==> src/rtl/div_if.sv <==
// Request/result bundle between the execute stage and the multi-cycle divider.
// The master side issues divides and consumes results; the divider is the slave.
interface div_if #(
    parameter int WIDTH = 32
);
    logic             start;
    logic             is_signed;
    logic [WIDTH-1:0] dividend;
    logic [WIDTH-1:0] divisor;
    logic             cancel;
    logic             busy;
    logic             done;
    logic [WIDTH-1:0] quotient;
    logic [WIDTH-1:0] remainder;
    logic             div_by_zero;

    modport master (
        output start, is_signed, dividend, divisor, cancel,
        input  busy, done, quotient, remainder, div_by_zero
    );

    modport slave (
        input  start, is_signed, dividend, divisor, cancel,
        output busy, done, quotient, remainder, div_by_zero
    );
endinterface

==> src/rtl/div_unit.sv <==
// Radix-2 restoring divider for DIV/DIVU: sign-magnitude operands, one quotient
// bit per cycle, results registered for LO (quotient) and HI (remainder).
module div_unit #(
    parameter int WIDTH = 32,
    parameter int CNT_W = 6
) (
    input  logic clk,
    input  logic rst,
    div_if.slave dif
);
    typedef enum logic [1:0] {IDLE, RUN, DONE} state_e;

    state_e           state_q, state_d;
    logic [CNT_W-1:0] cnt_q, cnt_d;
    logic             last_q, last_d;
    logic [WIDTH-1:0] prem_q, prem_d;
    logic [WIDTH-1:0] qreg_q, qreg_d;
    logic [WIDTH-1:0] dvs_q, dvs_d;
    logic [WIDTH-1:0] quo_q, quo_d;
    logic [WIDTH-1:0] rem_q, rem_d;
    logic             neg_quo_q, neg_quo_d;
    logic             neg_rem_q, neg_rem_d;
    logic             dbz_q, dbz_d;

    logic [WIDTH-1:0] abs_dividend, abs_divisor;
    logic [WIDTH:0]   shifted, trial;

    always_comb begin
        abs_dividend = (dif.is_signed && dif.dividend[WIDTH-1]) ? -dif.dividend : dif.dividend;
        abs_divisor  = (dif.is_signed && dif.divisor[WIDTH-1])  ? -dif.divisor  : dif.divisor;
        // Restoring step: the trial difference is one bit wider so its MSB is the borrow.
        shifted      = {prem_q, qreg_q[WIDTH-1]};
        trial        = shifted - {1'b0, dvs_q};
    end

    // NOTE: every _d gets its hold value first so no path through this block infers a latch.
    always_comb begin
        state_d   = state_q;
        cnt_d     = cnt_q;
        last_d    = last_q;
        prem_d    = prem_q;
        qreg_d    = qreg_q;
        dvs_d     = dvs_q;
        quo_d     = quo_q;
        rem_d     = rem_q;
        neg_quo_d = neg_quo_q;
        neg_rem_d = neg_rem_q;
        dbz_d     = dbz_q;

        unique case (state_q)
            IDLE: begin
                if (dif.start && !dif.cancel) begin
                    neg_quo_d = dif.is_signed & (dif.dividend[WIDTH-1] ^ dif.divisor[WIDTH-1]);
                    neg_rem_d = dif.is_signed & dif.dividend[WIDTH-1];
                    cnt_d     = '0;
                    last_d    = 1'b0;
                    prem_d    = '0;
                    qreg_d    = abs_dividend;
                    dvs_d     = abs_divisor;
                    dbz_d     = 1'b0;
                    if (dif.divisor == '0) begin
                        quo_d   = '1;
                        rem_d   = dif.dividend;
                        dbz_d   = 1'b1;
                        state_d = DONE;
                    end else begin
                        state_d = RUN;
                    end
                end
            end

            RUN: begin
                if (dif.cancel) begin
                    state_d = IDLE;
                end else if (last_q) begin
                    // All WIDTH iterations are in; apply the sign fix-up while loading the outputs.
                    quo_d   = neg_quo_q ? -qreg_q : qreg_q;
                    rem_d   = neg_rem_q ? -prem_q : prem_q;
                    state_d = DONE;
                end else begin
                    prem_d = trial[WIDTH] ? shifted[WIDTH-1:0] : trial[WIDTH-1:0];
                    qreg_d = {qreg_q[WIDTH-2:0], ~trial[WIDTH]};
                    if (cnt_q == CNT_W'(WIDTH - 1)) begin
                        last_d = 1'b1;
                    end else begin
                        cnt_d = cnt_q + 1'b1;
                    end
                end
            end

            DONE: state_d = IDLE;

            default: state_d = IDLE;
        endcase
    end

    // NOTE: state registers use non-blocking assignments so every flop samples pre-edge values.
    always_ff @(posedge clk or posedge rst) begin
        if (rst) begin
            state_q   <= IDLE;
            cnt_q     <= '0;
            last_q    <= 1'b0;
            prem_q    <= '0;
            qreg_q    <= '0;
            dvs_q     <= '0;
            quo_q     <= '0;
            rem_q     <= '0;
            neg_quo_q <= 1'b0;
            neg_rem_q <= 1'b0;
            dbz_q     <= 1'b0;
        end else begin
            state_q   <= state_d;
            cnt_q     <= cnt_d;
            last_q    <= last_d;
            prem_q    <= prem_d;
            qreg_q    <= qreg_d;
            dvs_q     <= dvs_d;
            quo_q     <= quo_d;
            rem_q     <= rem_d;
            neg_quo_q <= neg_quo_d;
            neg_rem_q <= neg_rem_d;
            dbz_q     <= dbz_d;
        end
    end

    assign dif.busy        = (state_q != IDLE);
    assign dif.done        = (state_q == DONE);
    assign dif.quotient    = quo_q;
    assign dif.remainder   = rem_q;
    assign dif.div_by_zero = dbz_q;
endmodule

==> src/flat_wrapper.sv <==
// flat-port wrapper written by rule: the top's interface ports become plain ports
module div_unit_flat 
#(
    parameter int WIDTH = 32,
    parameter int CNT_W = 6
)
  (clk, rst, dif_start, dif_is_signed, dif_dividend, dif_divisor, dif_cancel, dif_busy, dif_done, dif_quotient, dif_remainder, dif_div_by_zero);
  div_if #(.WIDTH(WIDTH)) dif_i ();
  input  logic clk;
  input  logic rst;
  input wire logic [$bits(dif_i.start)-1:0] dif_start;
  input wire logic [$bits(dif_i.is_signed)-1:0] dif_is_signed;
  input wire logic [$bits(dif_i.dividend)-1:0] dif_dividend;
  input wire logic [$bits(dif_i.divisor)-1:0] dif_divisor;
  input wire logic [$bits(dif_i.cancel)-1:0] dif_cancel;
  output wire logic [$bits(dif_i.busy)-1:0] dif_busy;
  output wire logic [$bits(dif_i.done)-1:0] dif_done;
  output wire logic [$bits(dif_i.quotient)-1:0] dif_quotient;
  output wire logic [$bits(dif_i.remainder)-1:0] dif_remainder;
  output wire logic [$bits(dif_i.div_by_zero)-1:0] dif_div_by_zero;
  assign dif_i.start = dif_start;
  assign dif_i.is_signed = dif_is_signed;
  assign dif_i.dividend = dif_dividend;
  assign dif_i.divisor = dif_divisor;
  assign dif_i.cancel = dif_cancel;
  assign dif_busy = dif_i.busy;
  assign dif_done = dif_i.done;
  assign dif_quotient = dif_i.quotient;
  assign dif_remainder = dif_i.remainder;
  assign dif_div_by_zero = dif_i.div_by_zero;
  div_unit #(.WIDTH(WIDTH), .CNT_W(CNT_W)) u_core (.clk(clk), .rst(rst), .dif(dif_i));
endmodule
==> config.mk <==
export PLATFORM = sky130hd
export DESIGN_NAME = div_unit_flat
export DESIGN_NICKNAME = d
export VERILOG_FILES = /design/src/rtl/div_if.sv /design/src/rtl/div_unit.sv /design/src/flat_wrapper.sv
export SDC_FILE = /design/constraint.sdc
export NUM_CORES = 1
export LEC_CHECK = 0
export CORE_MARGIN = 4
export CORE_UTILIZATION = 50
export CTS_BUF_LIST = sky130_fd_sc_hd__clkbuf_4
export CTS_CLUSTER_SIZE = 25
export DETAILED_ROUTE_END_ITERATION = 12
export PLACE_DENSITY = 0.73
export SLEW_MARGIN = 5
export SYNTH_ARGS = -nofsm -noshare
export SYNTH_HDL_FRONTEND = slang
export SYNTH_SLANG_ARGS = --single-unit
==> constraint.sdc <==
create_clock -name clk -period 12.8 [get_ports clk]
set_input_delay 3.84 -clock clk [delete_from_list [all_inputs] [get_ports clk]]
set_output_delay 3.84 -clock clk [all_outputs]
set_load 0.01 [all_outputs]
==> results of run 1 <==
synthesized netlist by cell type, types with 18 or more instances:
master	number	area share [%]
ha_1	37	4.0
a21oi_1	98	4.2
nand2b_1	19	1.0
o21ai_0	154	6.7
nor3_1	21	0.91
a31oi_1	39	2.1
clkbuf_1	59	1.9
mux2i_1	31	2.7
nor2_1	128	4.2
xor2_1	79	6.0
o31ai_1	25	1.6
nand2_1	197	6.4
inv_1	52	1.7
a21o_1	18	1.2
dfrtp_1	172	37
xnor2_1	53	4.0
cells by family after synthesis:
logic type / count (synthesis) / synth area share [%]
flops: 172 / 37.3
mux: 31 / 2.69
compound gates: 425 / 22.4
buf+inv: 134 / 5.01
fa+ha+maj: 38 / 4.18
xor+xnor: 132 / 10.0
simple gates: 466 / 18.4
flip-flops by register name (all words and copies together) (netlist names):
signal and flops:
u_core.neg_rem_q 1, u_core.cnt_q 6, u_core.dif.div_by_zero 1, u_core.dif.quotient 32, u_core.qreg_q 32, u_core.dif.remainder 32
u_core.neg_quo_q 1, u_core.state_q 2, u_core.prem_q 32, u_core.dvs_q 32, u_core.last_q 1
worst max-delay path: cells and delay by family:
| kind | cells | cell delay [ns] |
|---|---|---|
| simple gates | 7 | 1.87 |
| compound gates | 2 | 0.99 |
| buf+inv | 2 | 0.98 |
per-layer routing:
layer | wire, um | up-vias
met5 | 0 | -
met4 | 548 | 0
met3 | 1200 | 40
met2 | 14400 | 230
met1 | 13600 | 4810
li1 | - | 5116
metrics by stage:
stage / power (mW) / std cells / cell area, um2 / hold WS [ns]
after floorplan: 2.22 / 1398 / 11500 / 0.450
after global placement: 2.74 / 1745 / 13000 / 0.463
after detailed placement: 2.78 / 1745 / 13000 / 0.473
after CTS: 3.09 / 1777 / 13300 / 0.504
after global routing: 3.37 / 1779 / 13300 / 0.516
final: 3.08 / 1779 / 13300 / 0.496
cell usage in the layout, fill, tap and decap left out, drive strengths merged, types with 4 or more instances in the layout:
cell type,count
nor4,14
a22oi,15
a21o,18
a31oi,39
or4,13
and3,8
nand3,10
a22o,4
inv,58
or2,7
nand4,6
xor2,79
o31ai,25
mux2i,31
ha,37
and2,11
clkbuf,18
a21oi,98
o221ai,5
clkdlybuf4s50,135
buf,8
nand4b,5
dfrtp,172
clkinv,6
a211oi,5
o21bai,5
o211ai,7
nand2,199
nor2b,6
o41ai,18
nor2,128
nand2b,19
a311o,6
a221o,4
o21ai,157
xnor2,53
or3,11
nor3,22
power by group:
group	switching, mW	internal (mW)	total, mW
clock network	0.206	0.103	0.308
logic	0.951	0.815	1.77
registers	0.260	0.751	1.01
how the worst min path moves through the flow:
stage,to,startpoint,cells past startpoint,slack (ns)
floorplan,u_core.dvs_q[10],u_core.dvs_q[10],2,0.45
global placement,u_core.dvs_q[17],u_core.dvs_q[17],2,0.46
detailed placement,u_core.dvs_q[4],u_core.dvs_q[4],2,0.47
CTS,u_core.dvs_q[4],u_core.dvs_q[4],2,0.50
global route,u_core.dvs_q[20],u_core.dvs_q[20],2,0.52
finish,u_core.dvs_q[4],u_core.dvs_q[4],2,0.50
layout make-up:
type / count / area [um2]
fillers: 2109 / 9380
repair buffers: 143 / 1410
diodes: 2 / 5.00
clock buffers: 18 / 135
multi-input cells: 1092 / 6710
well taps: 285 / 357
clock inverters: 14 / 135
flip-flops and latches: 172 / 4300
inverters: 53 / 209
==> impl_metrics.env, run 1 <==
export IMPL_die_area_um2=25600
export IMPL_nets=1586
export IMPL_gr_total_overflow=0
export IMPL_cts_buffers=17
export IMPL_worstReg2RegStart="u_core.qreg_q[31]"
export IMPL_die_w_um=160
export IMPL_final_antenna_net_count=0
export IMPL_syn_nets=1505
export IMPL_drtIter0Drc=739
export IMPL_grt_pass1_wl_um=50100
export IMPL_clkLatencyLatePin_ns=0.60
export IMPL_synth_cell_types=66
export IMPL_firstDrtPassIters=5
export IMPL_dp_hpwl_um=22300
export IMPL_rsz0062_at_grt="false"
export IMPL_clock_sinks=172
export IMPL_antenna_found_initial=1
export IMPL_preCtsSetupSlack_ns=5.03
export IMPL_vias=10200
export IMPL_post_cts_buffers=0
export IMPL_viasPerCell=5.73
export IMPL_ctsHoldBuffers=0
export IMPL_postSynthAreaPerCell_um2=8.26
export IMPL_syn2layout_area_growth_pct=14.9
export IMPL_routabilityCongestion=0.907
export IMPL_gr_usage_met3_pct=3.46
export IMPL_grt_busiest_layer="met2"
export IMPL_syn_inst=1398
export IMPL_syn_area_um2=11500
export IMPL_critPathCaptureType="flop"
export IMPL_ys_warn_count=0
export IMPL_synth_ff_type="dfrtp_1"
export IMPL_io_pins=136
export IMPL_ctsResizeCount=0
export IMPL_remaining_drc_errors=0
export IMPL_required_ns=13.32
export IMPL_drv_cap=0
export IMPL_start_util_pct=51.0
export IMPL_leakage_nw=5.61
export IMPL_rr_worst_depth=13
export IMPL_cp_slowest_cell="a221o_2"
export IMPL_fin_crit_ns=7.19
export IMPL_grt_pass1_vias=9823
export IMPL_fp_coreArea_um2=22600
export IMPL_reg2reg_to="u_core.prem_q[17]"
export IMPL_layout_drive_gt1_share_pct=4.09
export IMPL_crit_chain="clkdlybuf4s50_1 > or4_4 > nor3_2 > nand2_2 > nor3b_4 > nand2_2 > or3_1 > a221o_2 > clkinv_4 > nor2_1 > a31oi_1"
export IMPL_criticalPathCategory="primary input to flop"
export IMPL_grt_usage_pct=23.4
export IMPL_crit_top_cell="nand2_2"
export IMPL_synth_edff_count=0
export IMPL_power_density_nw_per_um2=233
export IMPL_clockBufferDepth=2
export IMPL_ys_ff_latch=172
export IMPL_clk_pin_slew_ns=0.15
export IMPL_hold_violations=0
export IMPL_relSlewSlack_pct=23.8
export IMPL_worst_setup_path_start_kind="primary input"
export IMPL_setup_total_negative_slack_ns=0
export IMPL_setup_viol=0
export IMPL_worstPathMaxFanout=69
export IMPL_worst_slack_ns=5.61
export IMPL_tightestPinTransition_ns=1.14
export IMPL_endpoint="u_core.dif.remainder[27]"
export IMPL_clock_root_buffer="clkbuf_4"
export IMPL_crit_start="dif_divisor[8]"
export IMPL_min_path_type="flop to flop"
export IMPL_skew_ns=0.0281
export IMPL_h_tree_depth=4
export IMPL_grt_use_met1_pct=31.6
export IMPL_cts_tree="yes"
export IMPL_portBuffers=135
export IMPL_finalMaxSlewViolations=0
export IMPL_slowest_delay_ns=0.82
export IMPL_r2r_setup_slack_ns=8.38
export IMPL_status="finished clean"
export IMPL_fp_dieH_um=160
export IMPL_wirelength_um=29700
export IMPL_use_met2_pct=39.7
export IMPL_grt_max_degree=104
export IMPL_worstPathArrival_ns=7.70
export IMPL_ys_seq_area_share_pct=37.3
export IMPL_async_flop_share_pct=100
export IMPL_min_period_over_period_pct=56.1
export IMPL_fmax_mhz=139
export IMPL_ir_worst_vdd_v=0.000124
export IMPL_fin_util_pct=58.6
export IMPL_detail_route_wl_per_cell_um=16.7
export IMPL_std_cell_rows=55
Note: power is estimated with default switching activity, not from simulation.
==> run 2, diff against run 1 <==
clock period = 6.8 ns   (was 12.8 ns; I/O delays follow)
==> run 2 against run 1 <==
Net effect:
- setup slack lost 3.7 ns
- sequential share of layout area shrank 0.15 points
- core utilization rose by 0.27 points
- flip-flop and latch count stayed put
- sequential power grew 90%
- combinational power up 88%
- clock skew decreased by 0.0053 ns
- clock power increased by 110%
- via count increased by 1.3%
- clock-buffer cell count decreased by 1
- design area grew 0.45%
- hold slack got worse by 0.00075 ns
- critical endpoint is now u_core.dif.remainder[5]
- largest power group unchanged
==> impl_metrics.env, run 2 (synthesized netlist as in run 1, its figures left out) <==
export IMPL_required_ns=7.32
export IMPL_grt_pass1_vias=9547
export IMPL_antenna_found_initial=1
export IMPL_start_util_pct=51.0
export IMPL_nets=1590
export IMPL_fmax_mhz=205
export IMPL_worstPathMaxFanout=60
export IMPL_die_w_um=160
export IMPL_min_period_over_period_pct=71.8
export IMPL_critPathCaptureType="flop"
export IMPL_multiInputGateArea_um2=6710
export IMPL_detail_route_wl_per_cell_um=16.7
export IMPL_leakage_nw=5.64
export IMPL_rsz0062_at_grt="false"
export IMPL_firstDrtPassIters=5
export IMPL_final_cell_mix="197 x nand2_1, 172 x dfrtp_1, 153 x o21ai_0"
export IMPL_setup_viol=0
export IMPL_crit_cells=11
export IMPL_fillCellCount=2039
export IMPL_std_cell_rows=55
export IMPL_fp_coreArea_um2=22600
export IMPL_cp_top_family="simple AND/OR/NAND/NOR gates"
export IMPL_ir_worst_vdd_v=0.000174
export IMPL_drv_cap=0
export IMPL_cts_buffers=17
export IMPL_seqCellArea_um2=4300
export IMPL_clockBufferDepth=2
export IMPL_die_area_um2=25600
export IMPL_drtIter0Drc=654
export IMPL_slowest_delay_ns=0.58
export IMPL_criticalPathCategory="primary input to flop"
export IMPL_h_tree_depth=4
export IMPL_hold_violations=0
export IMPL_wirelength_um=29800
export IMPL_finalMaxSlewViolations=0
export IMPL_fp_dieH_um=160
export IMPL_crit_top_cell="nand2_2"
export IMPL_status="finished clean"
export IMPL_dp_hpwl_um=22000
export IMPL_hold_depth=2
export IMPL_routabilityCongestion=0.912
export IMPL_grt_usage_pct=23.0
export IMPL_fin_util_pct=58.8
export IMPL_min_path_type="flop to flop"
export IMPL_clkLatencyLatePin_ns=0.59
export IMPL_post_cts_buffers=0
export IMPL_vias=10300
export IMPL_rr_worst_depth=13
export IMPL_cp_slowest_cell="or4_4"
export IMPL_final_antenna_net_count=0
export IMPL_clock_root_buffer="clkbuf_4"
export IMPL_ctsHoldBuffers=0
export IMPL_crit_chain="clkdlybuf4s50_1 > or4_4 > nor3_2 > nand2_2 > nor3b_4 > nand2_2 > or3_1 > a221o_2 > buf_4 > a211oi_2 > a21o_1"
export IMPL_power_density_nw_per_um2=441
export IMPL_final_common_cell="nand2_1"
export IMPL_tightestPinTransition_ns=1.09
export IMPL_clk_pin_slew_ns=0.15
export IMPL_worstPathArrival_ns=5.40
export IMPL_syn2layout_area_growth_pct=15.4
export IMPL_ctsResizeCount=0
export IMPL_worst_setup_path_start_kind="primary input"
export IMPL_setup_total_negative_slack_ns=0
export IMPL_relSlewSlack_pct=27.5
export IMPL_fin_crit_ns=4.88
export IMPL_viasPerCell=5.79
export IMPL_layout_drive_gt1_share_pct=4.41
export IMPL_io_pins=136
export IMPL_remaining_drc_errors=0
export IMPL_portBuffers=135
export IMPL_grt_pass1_wl_um=49100
export IMPL_skew_ns=0.0229
export IMPL_crit_buf_inv=2
export IMPL_cts_tree="yes"
export IMPL_clock_sinks=172
export IMPL_gr_total_overflow=0
export IMPL_grt_max_degree=93
-- run 2: changes by cell type in the layout (fill, tap and decap cells not counted) --
| cell | before | now |
|---|---|---|
| clkinv_2 | 1 | 0 |
| bufinv_16 | 1 | 2 |
| clkbuf_4 | 18 | 17 |
| diode_2 | 2 | 1 |
| clkinvlp_4 | 2 | 3 |
| clkinv_1 | 1 | 0 |
| buf_4 | 8 | 12 |
| clkinv_4 | 4 | 2 |
| inv_6 | 6 | 8 |
| inv_8 | 1 | 2 |
-- run 2: final timing paths --
kind / start / endpoint / slack [ns]
max: dif_divisor[8] / u_core.dif.remainder[5] / 1.92
min: u_core.dvs_q[8] / u_core.dvs_q[8] / 0.50
max reg2reg: u_core.qreg_q[31] / u_core.prem_q[11] / 1.98
min reg2reg: u_core.dvs_q[8] / u_core.dvs_q[8] / 0.50
max in group asynchronous: rst / u_core.dvs_q[24] / 3.62
min in group asynchronous: rst / u_core.dif.quotient[8] / 1.98
-- run 2: power breakdown --
group          total, mW  leakage, nW  switching [mW]  internal (mW)
combinational       3.32         3.37            1.78           1.54
clock              0.642        0.155           0.410          0.232
sequential          1.92         2.12           0.503           1.41
-- run 2: stage by stage --
stage	total power, mW	instance area, um2	setup WS, ns	std cells	hold slack (ns)
2_1_floorplan	4.19	11500	0.0999	1398	0.450
3_3_place_gp	5.15	13000	1.43	1749	0.462
3_5_place_dp	5.23	13000	1.33	1749	0.470
4_1_cts	5.88	13300	1.97	1781	0.503
5_1_grt	6.38	13300	1.68	1782	0.520
6_report	5.88	13300	1.92	1782	0.495
-- run 2: tightest hold or removal path, stage by stage, from the launching register on --
cell	delay, ns
dfrtp_1	0.37
nand2_1	0.05
o21ai_0	0.06
-- run 2: final cells by class --
type / count / area share, %
Tap cell: 285 / 2.68
Inverter: 53 / 1.57
Antenna cell: 1 / 0.0188
Multi-Input combinational cell: 1092 / 50.3
Sequential cell: 172 / 32.3
Timing Repair Buffer: 147 / 10.8
Clock inverter: 15 / 1.31
Clock buffer: 17 / 0.958
-- run 2: metal layers --
layer / vias to the layer above / wire [um] / track usage (%)
met5: - / 0 / 0
met3: 30 / 1320 / 2.76
met2: 277 / 14400 / 39.7
met1: 4899 / 13600 / 30.9
li1: 5118 / - / -
met4: 0 / 447 / 6.18
